<file path="src/rtl/dport_if.sv">
// dport_if: store-in / byte-out bus of the debug output port.
// dport_ready exists only when DPORT_BACKPRESSURE_EN is defined.
interface dport_if #(parameter int AW = 2);
    logic          st_valid;
    logic          st_ready;
    logic [15:0]   st_addr;
    logic [7:0]    st_data;
    logic [7:0]    dport_out;
    logic          dport_write;
`ifdef DPORT_BACKPRESSURE_EN
    logic          dport_ready;
`endif
    logic          done;
    logic [AW:0]   fifo_level;
    modport slave (
        input  st_valid, st_addr, st_data,
`ifdef DPORT_BACKPRESSURE_EN
        input  dport_ready,
`endif
        output st_ready, dport_out, dport_write, done, fifo_level
    );
    modport master (
        output st_valid, st_addr, st_data,
`ifdef DPORT_BACKPRESSURE_EN
        output dport_ready,
`endif
        input  st_ready, dport_out, dport_write, done, fifo_level
    );
endinterface

</file>
<file path="src/rtl/dport_ctrl.sv">
// dport_ctrl: FIFO-buffered debug byte port with sticky end-of-test flag.
// Define DPORT_BACKPRESSURE_EN to add a valid/ready handshake on the byte output.
module dport_ctrl #(
    parameter logic [15:0] DPORT_ADDR = 16'hFFF0,
    parameter logic [15:0] DONE_ADDR  = 16'hFFF1,
    parameter int          DEPTH      = 4,
    parameter int          AW         = 2
) (
    input  logic    clk,
    input  logic    rst_n,
    dport_if.slave  bus
);
    typedef enum logic [1:0] {RUN, DRAIN, DONE} state_e;
    localparam logic [AW:0] ONE      = (AW+1)'(1);
    localparam logic [AW:0] FULL_LVL = (AW+1)'(DEPTH);
    state_e      state_q, state_d;
    logic [AW:0] wptr_q, wptr_d, rptr_q, rptr_d, level;
    logic [7:0]  mem_q [DEPTH];
    logic [7:0]  out_q, out_d;
    logic        wr_q, wr_d;
    logic        hit_d, hit_x, full, empty, ack, push, pop, acc_x;
    assign level = wptr_q - rptr_q;
    assign full  = level == FULL_LVL;
    assign empty = level == '0;
    assign hit_d = bus.st_addr == DPORT_ADDR;
    assign hit_x = bus.st_addr == DONE_ADDR;
`ifdef DPORT_BACKPRESSURE_EN
    assign ack = bus.dport_ready;
`else
    assign ack = 1'b1;
`endif
    // Ready uses pre-pop occupancy: no bypass while full.
    assign bus.st_ready   = hit_d ? !full : 1'b1;
    assign push           = bus.st_valid && bus.st_ready && hit_d && state_q == RUN;
    assign acc_x          = bus.st_valid && hit_x;
    assign pop            = !empty && (!wr_q || ack);
    assign bus.dport_out  = out_q;
    assign bus.dport_write = wr_q;
    assign bus.done       = state_q == DONE;
    assign bus.fifo_level = level;
    always_comb begin
        wptr_d  = push ? wptr_q + ONE : wptr_q;
        rptr_d  = pop ? rptr_q + ONE : rptr_q;
        out_d   = pop ? mem_q[rptr_q[AW-1:0]] : out_q;
        wr_d    = pop || (wr_q && !ack);
        state_d = (state_q == RUN && acc_x) ? DRAIN :
                  (state_q == DRAIN && empty && !wr_q) ? DONE : state_q;
    end
    always_ff @(posedge clk) begin
        if (!rst_n) begin
            state_q <= RUN;
            wptr_q  <= '0;
            rptr_q  <= '0;
            out_q   <= '0;
            wr_q    <= 1'b0;
        end else begin
            state_q <= state_d;
            wptr_q  <= wptr_d;
            rptr_q  <= rptr_d;
            out_q   <= out_d;
            wr_q    <= wr_d;
        end
    end
    always_ff @(posedge clk) begin
        if (push) mem_q[wptr_q[AW-1:0]] <= bus.st_data;
    end
endmodule

</file>
<file path="src/flat_wrapper.sv">
// flat-port wrapper written by rule: the top's interface ports become plain ports
module dport_ctrl_flat 
#(
    parameter logic [15:0] DPORT_ADDR = 16'hFFF0,
    parameter logic [15:0] DONE_ADDR  = 16'hFFF1,
    parameter int          DEPTH      = 4,
    parameter int          AW         = 2
)
  (clk, rst_n, bus_st_valid, bus_st_addr, bus_st_data, bus_st_ready, bus_dport_out, bus_dport_write, bus_done, bus_fifo_level);
  dport_if #(.AW(AW)) bus_i ();
  input  logic clk;
  input  logic rst_n;
  input wire logic [$bits(bus_i.st_valid)-1:0] bus_st_valid;
  input wire logic [$bits(bus_i.st_addr)-1:0] bus_st_addr;
  input wire logic [$bits(bus_i.st_data)-1:0] bus_st_data;
  output wire logic [$bits(bus_i.st_ready)-1:0] bus_st_ready;
  output wire logic [$bits(bus_i.dport_out)-1:0] bus_dport_out;
  output wire logic [$bits(bus_i.dport_write)-1:0] bus_dport_write;
  output wire logic [$bits(bus_i.done)-1:0] bus_done;
  output wire logic [$bits(bus_i.fifo_level)-1:0] bus_fifo_level;
  assign bus_i.st_valid = bus_st_valid;
  assign bus_i.st_addr = bus_st_addr;
  assign bus_i.st_data = bus_st_data;
  assign bus_st_ready = bus_i.st_ready;
  assign bus_dport_out = bus_i.dport_out;
  assign bus_dport_write = bus_i.dport_write;
  assign bus_done = bus_i.done;
  assign bus_fifo_level = bus_i.fifo_level;
  dport_ctrl #(.DPORT_ADDR(DPORT_ADDR), .DONE_ADDR(DONE_ADDR), .DEPTH(DEPTH), .AW(AW)) u_core (.clk(clk), .rst_n(rst_n), .bus(bus_i));
endmodule
</file>
<file path="config.mk">
export PLATFORM = sky130hd
export DESIGN_NAME = dport_ctrl_flat
export DESIGN_NICKNAME = d
export VERILOG_FILES = /design/src/rtl/dport_if.sv /design/src/rtl/dport_ctrl.sv /design/src/flat_wrapper.sv
export SDC_FILE = /design/constraint.sdc
export NUM_CORES = 1
export LEC_CHECK = 0
export CORE_ASPECT_RATIO = 1.1
export CORE_UTILIZATION = 31
export CTS_CLUSTER_DIAMETER = 60
export CTS_CLUSTER_SIZE = 40
export DETAILED_ROUTE_END_ITERATION = 6
export PLACE_DENSITY = 0.64
export SETUP_SLACK_MARGIN = 0.2
export SYNTH_ARGS = -nofsm -noshare
export SYNTH_HDL_FRONTEND = slang
export SYNTH_SLANG_ARGS = --single-unit
</file>
<file path="constraint.sdc">
create_clock -name clk -period 8.4 [get_ports clk]
set_input_delay 1.68 -clock clk [delete_from_list [all_inputs] [get_ports clk]]
set_output_delay 1.68 -clock clk [all_outputs]
set_load 0.01 [all_outputs]
</file>
# After elaboration in Yosys (flattened, before gate mapping)
# Memory sizes are Yosys's and may differ from the RTL's. A register that Yosys moved wholly into a read port is not among the register bits.
# Cells that the tools add are included.
dict set report word_totals {
  regBits 9
  ramBits 32
  inputBits 27
  output_inout_bits 14
  n_memories 1
}
# name words word_bits rd rd_ports_with_merged_regs wr line_no
set mem_list {}
lappend mem_list {u_core.mem_q 4 8 1 1 1 dport_ctrl.sv:18} ;# logic [7:0] mem_q [DEPTH];
dict set report op_classes {
  addsub 3
  n_eq_ne 5
  muxes 5
  n_bitwise 1
  n_reduce_logical 16
}
# op n
set ops {}
lappend ops {{$eq A16 B16 Y1 const B} 2}
lappend ops {{$logic_and A1 B1 Y1} 7}
lappend ops {{$add A3 B1 Y3 const B} 2}
lappend ops {{$logic_not A1 Y1} 5}
lappend ops {{$mux W1} 5}
lappend ops {{$eq A3 B3 Y1 const B} 1}
lappend ops {{$logic_not A3 Y1} 1}
lappend ops {{$sub A3 B3 Y3} 1}
lappend ops {{$eq A2 B1 Y1 const B} 1}
lappend ops {{$eq A2 B2 Y1 const B} 1}
lappend ops {{$logic_not A2 Y1} 1}
lappend ops {{$reduce_bool A2 Y1} 1}
lappend ops {{$reduce_or A2 Y1} 1}
lappend ops {{$not A1 Y1} 1}

# Logic depth before layout (Yosys ltp)
dict set report depth {
  word_depth 9
  ltp_mapped 9
  mapped_depth_nobuf 8
}

# Worst setup path before layout
# No wires, ideal clock.
dict set report synth_timing {
  path_type {input port to output port}
  start {in bus_st_addr[1]}
  end {out bus_st_ready}
  arrival_time_ns 3.243
  t_required_ns 6.720
  setup_slack_ns 3.477
  cell_stages 3
  path_buffers 0
  path_cell_list {or4b_4 or4_4 or3_2}
}
dict set report synth_between {
  elab_chain_len 2
}
# element line_no
set synth_lines {}
lappend synth_lines {{start: declaration} flat_wrapper.sv:14} ;# input wire logic [$bits(bus_i.st_addr)-1:0] bus_st_addr;
lappend synth_lines {{$eq A16 B16 Y1} dport_ctrl.sv:25} ;# assign hit_d = bus.st_addr == DPORT_ADDR;
lappend synth_lines {{$mux W1} dport_ctrl.sv:33} ;# assign bus.st_ready = hit_d ? !full : 1'b1;
lappend synth_lines {{end: declaration} flat_wrapper.sv:16} ;# output wire logic [$bits(bus_i.st_ready)-1:0] bus_st_ready;
# No other way between the ends.

# Worst setup path after layout
# Same ends and word-level chain as after synthesis.

==> metrics.md <==
| Metric | Value |
|---|---|
| Core area | roughly 6200 um^2 |
| Final ANT Viol Nets | 0 |
| Final hold slack | 0.452 ns |
| Syn_area_per_cell | 13.8 um^2 |
| Crit path kind | in2out |
| H-Tree Depth | 2 |
| Synth warnings | 0 |
| Clk pin slew, worst setup/hold paths | roughly 0.080 ns |
| Final setup vio count | 0 |
| Setup Skew | slightly above 0.006 ns |
| Final hold violations | 0 |
| Largest net degree at the start of global routing | 17 |
| R2r startpoint | u_core.rptr_q[0]$_SDFFE_PN0P_ |
| Hold Startpoint | u_core.bus.dport_out[7]$_SDFFE_PN0P_ |
| Slew @ Worst Pin | roughly 0.7 ns |
| Hold buffers post-CTS | 0 |
| Number of distinct library cells after synthesis | 33 |
| Most frequent cells in the layout | clkdlybuf4s50_1, edfxtp_1, nand2_1 |
| Initial DRC Count | 47 |
| Std cell rows | 30 |
| CTS Buf Count | 5 |
| Die X-Extent | approximately 80 um |
| Share of cells above drive strength 1 | between 10% and 20% |
| Clock root cell | clkbuf_8 |
| F_max | about 170 MHz |
| Hold crit path type | reg2reg |
| Maximum vdd ir drop | 0.0963 mV |
| Critical Path Source Type | input port |
| CP startpoint | bus_st_addr[1] |
| Flops & latches, synth | 49 |
| Hpwl dp | around 2500 um |
| Crit Path Max Fanout | 6 |
| Detailed Route WL | around 3500 um |
| Commonest non-fill, non-tap cell in the layout | clkdlybuf4s50_1 |
| EDFF count, synth | 32 |
| Reg2Reg Setup Slack | approximately 5.6 ns |
| Pwr dens | about 260 nW/um^2 |
| Share of the yosys chip area belonging to registers | 64.4% |
| Post-CTS Setup Bufs | 0 |
| I/O Pins | 41 |
| # port buffers | 40 |
| Routability congestion estimate | 0.735 |
| Setup tns final | 0 ns |
| Post-layout nets | about 220 |
| Starting Density | 32.4% |
| Critical path capture point type | primary output |
| Leakage | just under 0.9 nW |
| Clock sink total | approximately 50 |
| Place WS | between 2 and 3 ns |
| Number of max-cap violations | 0 |
| First-pass GRT wire length | ~5900 um |
| Number of fill cells | 596 |
| RSZ-0062 raised after global routing | false |
| CP arrival | just over 4 ns |
| GRT Resource Usage Total | a little under an eighth |
| Cell Area, Synth | 2020 um^2 |
| Wire per inst | 12.8 um |
| Fraction of registers with async set/reset | 0% |
| Maximum clock path buffer count | 2 |
| DR pass1 iterations | 4 |
| Residual DRC | 0 |
| # diodes | 0 |
| Post-Syn Nets | between 150 and 200 |
| Required time worst endpoint | about 6.7 ns |
| Top_reg_cell synth | edfxtp_1 |
| Slew HR | between 50% and 60% |
| Min Tclk post-route | 5.80 ns |
| Clock Latency Late Sink | 0.29 ns |
| Setup ws final | approximately 2.6 ns |
| Vias in the first global route | around 1,200 |
| Routed via count | 1,253 |
| Antenna violations before repair | 0 |
| CTS tree | built |
| Die area | just under 7000 um^2 |
| Resized Gates After CTS | 0 |
| Max-slew violation count | 0 |
| Mapped Cells | between 100 and 150 |
| Detail-routed via count per cell | about 4.6 |
| Dpl cells | roughly 260 |
| Period utilization | 69.1% |
| Final Non-Filler Cells | 270 |
| Outcome | complete, no violations |
| Die H | just under 90 um |
| GR Overflow Total | 0 |
| Layout area overhead | 28.6% |
final cells by class:
cell class	count	area, um^2	share of cell area [%]
clock buffers	6	72.6	2.80
clock inverters	2	15.0	0.578
inverters	9	33.8	1.30
multi-input cells	83	666	25.6
flip-flops and latches	49	1300	50.1
well taps	80	100	3.86
repair buffers	41	408	15.7
stage by stage:
stage	power (mW)	cell area [um^2]	util (%)
after global placement	0.556	2510	40.3
final	0.679	2600	41.7
after CTS	0.688	2600	41.7
after detailed placement	0.556	2510	40.3
after floorplan	0.458	2020	-
after global routing	0.727	2600	41.7
where the power goes:
| group | total (mW) | leakage (nW) | switching [mW] | internal [mW] |
|---|---|---|---|---|
| Combinational | 0.236 | 0.422 | 0.112 | 0.124 |
| Clock | 0.132 | 0.0374 | 0.0731 | 0.0586 |
| Sequential | 0.311 | 0.427 | 0.0305 | 0.280 |
| Total | 0.679 | 0.887 | 0.216 | 0.463 |
cell families (layout without fill, tap and decap cells):
group / Yosys count / in the layout / synth area share (%)
AO/OA/AOI/OAI: 21 / 21 / 5.89
AND/OR/NAND/NOR: 44 / 44 / 11.5
XOR/XNOR: 3 / 3 / 1.98
buffers and inverters: 14 / 58 / 2.60
flip-flops: 49 / 49 / 64.4
multiplexers: 8 / 8 / 8.92
adder cells (fa/ha/maj): 7 / 7 / 4.71
worst paths after layout:
path,to,cells past startpoint
max,bus_st_ready,5
min,u_core.bus.dport_out[7]$_SDFFE_PN0P_,2
max reg2reg,u_core.mem_q[1][1]$_DFFE_PP_,6
min reg2reg,u_core.bus.dport_out[7]$_SDFFE_PN0P_,2
per-layer routing:
| metal | GRT usage, % | share of wire, % | wire (um) | up-vias |
|---|---|---|---|---|
| li1 | - | - | - | 626 |
| met1 | 14.8 | 47 | 1610 | 596 |
| met2 | 18.4 | 49 | 1680 | 29 |
| met3 | 3.58 | 4.1 | 142 | 2 |
| met4 | 4.46 | 0.66 | 23 | 0 |
| met5 | 0 | 0 | 0 | - |
synth_stat cells, drive strengths merged, types with 2 or more instances:
| cell | instances | area, um^2 |
|---|---|---|
| nand2 | 19 | 71.3 |
| a31oi | 2 | 12.5 |
| dfxtp | 17 | 340 |
| or4 | 3 | 27.5 |
| a21oi | 12 | 60.1 |
| nor2 | 4 | 15.0 |
| edfxtp | 32 | 961 |
| clkbuf | 4 | 15.0 |
| nand3 | 4 | 20.0 |
| nor3 | 3 | 15.0 |
| o21ai | 3 | 15.0 |
| mux4 | 8 | 180 |
| ha | 6 | 75.1 |
| and3 | 3 | 18.8 |
| inv | 9 | 33.8 |
| nand4 | 2 | 12.5 |
critical path, cell delays in order:
cell and delay (ns):
clkdlybuf4s50_1 0.39, or4b_4 0.54, or4_4 0.56, or3_2 0.46, clkdlybuf4s50_1 0.49
sequential cells by signal, indices dropped and copies added (netlist names):
register and cells:
u_core.state_q 2, u_core.bus.dport_write 1, u_core.bus.dport_out 8, u_core.rptr_q 3, u_core.mem_q 32, u_core.wptr_q 3
No activity file was read; power rests on OpenSTA's default activity.
